--- config.mk ---
export PLATFORM = sky130hd
export DESIGN_NAME = mod_counter
export DESIGN_NICKNAME = d
export VERILOG_FILES = /design/src/rtl/mod_counter.sv
export SDC_FILE = /design/constraint.sdc
export NUM_CORES = 1
export LEC_CHECK = 0
export CELL_PAD_IN_SITES_DETAIL_PLACEMENT = 0
export CELL_PAD_IN_SITES_GLOBAL_PLACEMENT = 2
export CORE_MARGIN = 2
export CORE_UTILIZATION = 24
export DETAILED_ROUTE_END_ITERATION = 16
export PLACE_DENSITY = 0.8
export SLEW_MARGIN = 5
export SYNTH_ARGS = -nofsm -noshare
export SYNTH_HDL_FRONTEND = slang
export SYNTH_SLANG_ARGS = --single-unit
--- constraint.sdc ---
create_clock -name clk -period 3.3 [get_ports clk]
set_input_delay 0.33 -clock clk [delete_from_list [all_inputs] [get_ports clk]]
set_output_delay 0.33 -clock clk [all_outputs]
set_load 0.05 [all_outputs]
--- src/rtl/mod_counter.sv ---
// Modulo-N up/down counter with load, clear, cascadable terminal count
// and a sticky wrap-around flag.
module mod_counter #(
  parameter int unsigned     WIDTH   = 32'd4,
  parameter longint unsigned MODULUS = 64'd16
) (
  input  logic             clk,
  input  logic             reset,
  input  logic             en,
  input  logic             up_dn,
  input  logic             clear,
  input  logic             load,
  input  logic [WIDTH-1:0] load_val,
  output logic [WIDTH-1:0] count,
  output logic             tc,
  output logic             wrapped
);

  // Largest legal count value, and the modulus widened by one bit so that
  // MODULUS = 2^WIDTH is still representable for the load range check.
  localparam logic [WIDTH-1:0] MAX_VAL  = WIDTH'(MODULUS - 64'd1);
  localparam logic [WIDTH:0]   MOD_EXT  = (WIDTH + 32'd1)'(MODULUS);
  localparam logic [WIDTH-1:0] ZERO_VAL = {WIDTH{1'b0}};
  localparam logic [WIDTH-1:0] ONE_VAL  = WIDTH'(32'd1);

  logic [WIDTH-1:0] count_r;
  logic             wrapped_r;
  logic [WIDTH-1:0] count_nxt_s;
  logic             wrapped_nxt_s;
  logic             at_max_s;
  logic             at_zero_s;
  logic             load_over_s;
  logic             wrap_s;

  assign at_max_s    = (count_r == MAX_VAL);
  assign at_zero_s   = (count_r == ZERO_VAL);
  assign load_over_s = ({1'b0, load_val} >= MOD_EXT);

  // A wrap happens on this edge only when counting is the winning action
  // and the count sits at the end of the sequence for the current direction.
  assign wrap_s = en & ~clear & ~load & ((up_dn & at_max_s) | (~up_dn & at_zero_s));

  // Terminal count is combinational for zero-latency cascading, but must
  // read 0 while reset is held (count=0 would otherwise flag a down borrow).
  assign tc = wrap_s & reset;

  assign count   = count_r;
  assign wrapped = wrapped_r;

  // Next-state selection with fixed priority clear > load > en > hold.
  always_comb begin
    count_nxt_s   = count_r;
    wrapped_nxt_s = wrapped_r;
    if (clear) begin
      count_nxt_s   = ZERO_VAL;
      wrapped_nxt_s = 1'b0;
    end else if (load) begin
      if (load_over_s) begin
        count_nxt_s = MAX_VAL;
      end else begin
        count_nxt_s = load_val;
      end
    end else if (en) begin
      if (up_dn) begin
        if (at_max_s) begin
          count_nxt_s   = ZERO_VAL;
          wrapped_nxt_s = 1'b1;
        end else begin
          count_nxt_s = count_r + ONE_VAL;
        end
      end else begin
        if (at_zero_s) begin
          count_nxt_s   = MAX_VAL;
          wrapped_nxt_s = 1'b1;
        end else begin
          count_nxt_s = count_r - ONE_VAL;
        end
      end
    end else begin
      count_nxt_s   = count_r;
      wrapped_nxt_s = wrapped_r;
    end
  end

  // Count and sticky wrap flag registers, cleared asynchronously by reset.
  always_ff @(posedge clk or negedge reset) begin
    if (!reset) begin
      count_r   <= ZERO_VAL;
      wrapped_r <= 1'b0;
    end else begin
      count_r   <= count_nxt_s;
      wrapped_r <= wrapped_nxt_s;
    end
  end

endmodule

==> impl_results.md, run 1 <==
- Run status: completed
- CP Class: reg -> out
- FP Rows: 15
- CORE AREA: 1689 um2
- Area delta synth->final: 47.16%
- Static Leak: 0.2536 nW
- Die area: 2097 um2
- Setup TNS: 0 ns
- Clock-pin slew on the worst setup and hold paths: 0.04 ns
- Number of global-route vias before repair: 378
- Commonest non-fill, non-tap cell in the layout: clkdlybuf4s50_1
- Endpoints failing setup: 0
- Clock Skew: 0.003659 ns
- Area contributors post-synth: dfrtp_1 30%, ha_1 9.0%, a21oi_1 7.2%
- Worst skew pair latency: 0.24 ns
- Post-synth top area cell: dfrtp_1
- #FFs+latches synth: 5
- Crit. End Element: output pin
- CP bufs+invs: 2
- Period utilisation layout: 84.89%
- WP data arrival: 2.47 ns
- Slew HR: 66.79%
- Worst min-delay path class: in -> async
- H-tree levels: 1
- TritonCTS clock tree: done
- Initial antenna violation count: 0
- Worst-path cell chain: inv_2 -> ha_1 -> nor2b_1 -> nor3b_1 -> o21ai_0 -> nor3b_1 -> clkdlybuf4s50_1
- Die Wd: 45.79 um
- Worst reg2reg path depth: 6
- Routed len/inst: 11.19 um
- Largest net degree at the start of global routing: 9
- Reg2Reg Setup Slack: 1.68 ns
- Maximum fanout along the worst path: 7
- Post-CTS sizing: 0
- Cells after synthesis: 50
- Peak per-stage delay on the critical path: 0.82 ns
- CTS sink count: 5
- Max-slew violations: 0
- # IOs: 16
- Starting density of the core: 24.81%
- Mean Syn Cell Area: 8.383 um2
- Clk buf depth: 2
- Final Worst Setup Slack: 0.4985 ns
- Sequential area share after synthesis: 29.85%
- Vias: 419
- Post-route ant nets: 0
- CP Data Required Time: 2.97 ns
- Commonest cells after routing, fill and taps aside: 15 x clkdlybuf4s50_1, 6 x a21oi_1, 5 x inv_1, 5 x dfrtp_1, 4 x nor2_1
- Cell family with most CP delay: buffers and inverters
- Synth top area share: 29.85%
- Postcts setup bufs: 0
- Slowest stage cell on the critical path: clkdlybuf4s50_1
- Library cells used by synthesis: 24
- Tmin final: 2.801 ns
- Total grt overflow: 0
- Wire length of the first global-routing pass: 1669 um
- Post-DP HPWL: 762.2 um
- Synthesized area: 419.2 um2
- Number of cells on the critical path: 7
- DRC violations left: 0
- Max VDD drop: 179.0 uV
- Syn_nets: 63
- WL final: 951 um
- Least-Margin Pin Slew: 0.4965 ns
- Hold buffer count at CTS: 0
- Count of buffers from port buffering: 15
- Total GRT Usage: 10.96%
- Die H: 45.79 um
- Final Wtd Congestion: 0.7454
- Pwr Density: 353.1 nW/um2
- Drt first pass iters: 4
- Startpoint Class: flop
- Max Clock Freq: 357.0 MHz
- Total power: 0.2178 mW
- Core Util, Final: 36.52%
- Nets@finish: 82
- Root Driver: clkbuf_4
- Clock buffer count from CTS: 3
- Max Cap Viol: 0
- 1st-iter DRT viols: 11
- Final hold vios: 0
- Synth Warn #: 0
- Via density: 4.929
- Placement Setup Slack: 0.4977 ns
- RSZ-0062 raised after global routing: no
- Worst path most repeated cell: nor3b_1
- Ratio of cells with drive above 1 in the final layout: 10.29%
- Diode count: 0
==> state kept, by name, summed over array words and instances, names as in the netlist <==
signal / count
count: 4
wrapped: 1
==> worst reg2reg max path, delay by kind of cell, from the launching register on <==
kind / cells / cell delay, ns
simple gates: 1 / 0.14
compound gates: 3 / 0.57
buf+inv: 1 / 0.08
fa+ha+maj: 1 / 0.21
flops: 1 / 0.50
==> routing by layer <==
metal	GRT usage, %	share of wire, %	vias up
li1	-	-	214
met4	3.429	0	0
met1	17.35	54	196
met3	3.968	4.2	0
met5	0	0	-
met2	13.24	42	9
==> where the power goes <==
part / switching [mW] / internal, mW
Clock: 0.0231 / 0.0456
Sequential: 0.00750 / 0.0659
Combinational: 0.0404 / 0.0353
==> stage by stage <==
stage,instances,cell area [um2],hold WS [ns]
3_5_place_dp,81,590.6,0.5095
4_1_cts,85,616.8,0.3329
3_3_place_gp,81,590.6,0.5090
6_report,85,616.8,0.3270
5_1_grt,85,616.8,0.3192
2_1_floorplan,50,419.2,0.03441
==> cell usage after synthesis (all sizes together) <==
cell    count
nor2b       3
nor3b       2
a21oi       6
o311a       1
a31oi       2
nand3       1
a311o       1
o21ai       3
nand2       1
nor2        4
a21bo       1
mux2        1
nand2b      1
inv         6
clkbuf      2
ha          3
o31ai       2
or4         1
mux2i       1
dfrtp       5
xnor2       2
o21bai      1
==> cells by family (layout without fill, tap and decap cells) <==
| kind of cell | Yosys count | count (layout) | synth area share (%) |
|---|---|---|---|
| xor+xnor | 2 | 2 | 4.180 |
| simple gates | 13 | 13 | 17.01 |
| flops | 5 | 5 | 29.85 |
| buf+inv | 8 | 26 | 7.164 |
| mux | 2 | 2 | 5.075 |
| fa+ha+maj | 3 | 3 | 8.956 |
| compound gates | 17 | 17 | 27.76 |
==> cell type report <==
| class | instances | area (um2) |
|---|---|---|
| fillers | 191 | 1072 |
| multi-input cells | 37 | 264.0 |
| repair buffers | 16 | 157.7 |
| flip-flops and latches | 5 | 125.1 |
| clock buffers | 4 | 26.28 |
| inverters | 6 | 22.52 |
| well taps | 17 | 21.27 |
==> worst paths after layout <==
kind,from,end
setup / recovery,count[0]$_DFFE_PN0P_,tc
hold / removal,reset,count[3]$_DFFE_PN0P_
setup reg to reg,count[0]$_DFFE_PN0P_,count[2]$_DFFE_PN0P_
hold reg to reg,wrapped$_DFFE_PN0P_,wrapped$_DFFE_PN0P_
max in group asynchronous,reset,count[2]$_DFFE_PN0P_
min in group clk,wrapped$_DFFE_PN0P_,wrapped$_DFFE_PN0P_
(Power assumes the default switching activity.)
==> inputs of run 2 (changes only) <==
Settings changed: CORE_UTILIZATION 24 to 20, PLACE_DENSITY 0.8 to 0.72.
Clock period 3.3 ns to 2.39 ns, I/O delays scaled along.
==> run 2 against run 1 <==
Effect of this change: die area is 18% higher; total power grew 39%; final area up 4.5%; clock power rose by 40%; global-route usage decreased by 2.3 points; final cell count rose by 12%; first-iteration DRC count fell by 73%; largest cell class unchanged.
==> impl_results.md, run 2 (synthesis gave the netlist of run 1 again) <==
- Total GRT Usage: 8.624% (was 10.96%)
- Crit. End Element: output pin (unchanged)
- Nets@finish: 82 (unchanged)
- Max reg flops: 4 (unchanged)
- Run status: completed (unchanged)
- Area delta synth->final: 53.73% (was 47.16%)
- Final Worst Setup Slack: 0.2178 ns (was 0.4985 ns)
- Clock Skew: 0.004040 ns (was 0.003659 ns)
- Post-CTS sizing: 0 (unchanged)
- Max Cap Viol: 0 (unchanged)
- Count of buffers from port buffering: 15 (unchanged)
- Worst skew pair latency: 0.24 ns (about the same)
- Total power: 0.3029 mW (was 0.2178 mW)
- CP bufs+invs: 2 (unchanged)
- Slew HR: 66.90% (was 66.79%)
- Routed len/inst: 10.53 um (was 11.19 um)
- CP startpoint: count[1]$_DFFE_PN0P_ (was count[0]$_DFFE_PN0P_)
- WP data arrival: 1.93 ns (was 2.47 ns)
- Static Leak: 0.2594 nW (was 0.2536 nW)
- CP Data Required Time: 2.15 ns (was 2.97 ns)
- Cell family with most CP delay: simple AND/OR/NAND/NOR gates (was buffers and inverters)
- Vias: 413 (was 419)
- Worst reg2reg path depth: 6 (unchanged)
- Commonest cells after routing, fill and taps aside: 14 x clkdlybuf4s50_1, 6 x a21oi_1, 5 x inv_1, 5 x dfrtp_1, 4 x nor2_1 (was 15 x clkdlybuf4s50_1, 6 x a21oi_1, 5 x inv_1, 5 x dfrtp_1, 4 x nor2_1)
- Ratio of cells with drive above 1 in the final layout: 13.24% (was 10.29%)
- Max Clock Freq: 460.4 MHz
- Peak per-stage delay on the critical path: 0.45 ns (was 0.82 ns)
- TritonCTS clock tree: done (unchanged)
- Diode count: 0 (unchanged)
- Hold buffer count at CTS: 0 (unchanged)
- Clk buf depth: 2 (unchanged)
- Die H: 49.78 um (was 45.79 um)
- CP Class: reg -> out (unchanged)
- R2r endpoint: count[2]$_DFFE_PN0P_ (unchanged)
- Endpoints failing setup: 0 (unchanged)
- Starting density of the core: 21.36% (was 24.81%)
- Number of global-route vias before repair: 382 (was 378)
- Commonest non-fill, non-tap cell in the layout: clkdlybuf4s50_1 (unchanged)
- CTS sink count: 5 (unchanged)
- Postcts setup bufs: 0 (unchanged)
- Max-slew violations: 0 (unchanged)
- Root Driver: clkbuf_4 (unchanged)
- WL final: 1000 um (was 951 um)
- Least-Margin Pin Slew: 0.4950 ns (was 0.4965 ns)
- Post-route cell area: 644.4 um2 (was 616.8 um2)
- Post-DP HPWL: 801.5 um (was 762.2 um)
- Max VDD drop: 251.1 uV (was 179.0 uV)
- DRC violations left: 0 (unchanged)
- 1st-iter DRT viols: 3 (was 11)
- Worst min-delay path class: in -> async (unchanged)
- Reg2Reg Setup Slack: 0.81 ns (was 1.68 ns)
- Clock buffer count from CTS: 3 (unchanged)
- Startpoint Class: flop (unchanged)
- Placement Setup Slack: 0.3994 ns (was 0.4977 ns)
- Final hold vios: 0 (unchanged)
- Setup TNS: 0 ns (unchanged)
- # IOs: 16 (unchanged)
- Total grt overflow: 0 (unchanged)
- Filler cell count: 216 (was 191)
- Dpl cell area: 618.1 um2 (was 590.6 um2)
- Die Wd: 49.78 um (was 45.79 um)
- Worst-path cell chain: inv_1 -> ha_1 -> nor2b_1 -> nor3b_1 -> o21ai_0 -> nor3b_2 -> buf_12 (was inv_2 -> ha_1 -> nor2b_1 -> nor3b_1 -> o21ai_0 -> nor3b_1 -> clkdlybuf4s50_1)
- Largest net degree at the start of global routing: 9 (unchanged)
- H-tree levels: 1 (unchanged)
- Wire length of the first global-routing pass: 1642 um (was 1669 um)
- Initial antenna violation count: 0 (unchanged)
- RSZ-0062 raised after global routing: no (unchanged)
- Pwr Density: 470.0 nW/um2 (was 353.1 nW/um2)
- Slowest stage cell on the critical path: dfrtp_1 (was clkdlybuf4s50_1)
- RR Startpoint: count[1]$_DFFE_PN0P_ (was count[0]$_DFFE_PN0P_)
- Period utilisation layout: 90.89%
- Clock-pin slew on the worst setup and hold paths: 0.04 ns (about the same)
- Post-route ant nets: 0 (unchanged)
- Fin Hold WS: 0.2297 ns (was 0.3270 ns)
- Final Wtd Congestion: 0.7206 (was 0.7454)
- FP Rows: 16 (was 15)
- CORE AREA: 1962 um2 (was 1689 um2)
- Tmin final: 2.172 ns
- Die area: 2478 um2 (was 2097 um2)
- Via density: 4.347 (was 4.929)
- Drt first pass iters: 3 (was 4)
- Maximum fanout along the worst path: 7 (unchanged)
==> run 2: area by class of cell <==
| type | count | area [um2] | area share, % |
|---|---|---|---|
| Sequential cell | 5 | 125.1 | 19.42 |
| Multi-Input combinational cell | 37 | 269.0 | 41.75 |
| Timing Repair Buffer | 16 | 167.7 | 26.02 |
| Clock buffer | 4 | 26.28 | 4.078 |
| Tap cell | 27 | 33.78 | 5.243 |
| Inverter | 6 | 22.52 | 3.495 |
==> run 2: routing by layer <==
layer / vias up / wire (um) / track usage, %
li1: 212 / - / -
met1: 192 / 482 / 12.06
met2: 9 / 469 / 12.22
met3: 0 / 48 / 3.939
met4: 0 / 0 / 1.389
met5: - / 0 / 0
==> run 2: how the worst max path moves through the flow <==
stage	endpoint	cells after the start	slack, ns
detailed placement	tc	5	0.40
global placement	tc	5	0.43
CTS	tc	7	0.21
finish	tc	7	0.22
floorplan	tc	6	0.11
global route	tc	7	0.06
==> run 2: metrics by stage <==
stage,util [%],std cells
CTS,32.84,95
finish,32.84,95
global placement,31.51,91
floorplan,-,50
detailed placement,31.51,91
global route,32.84,95
==> run 2: where the power goes <==
| group | total [mW] | switching (mW) | internal, mW |
|---|---|---|---|
| Clock | 0.0960 | 0.0330 | 0.0630 |
| Sequential | 0.102 | 0.0106 | 0.0910 |
| Combinational | 0.105 | 0.0559 | 0.0494 |
| Total | 0.303 | 0.0995 | 0.203 |
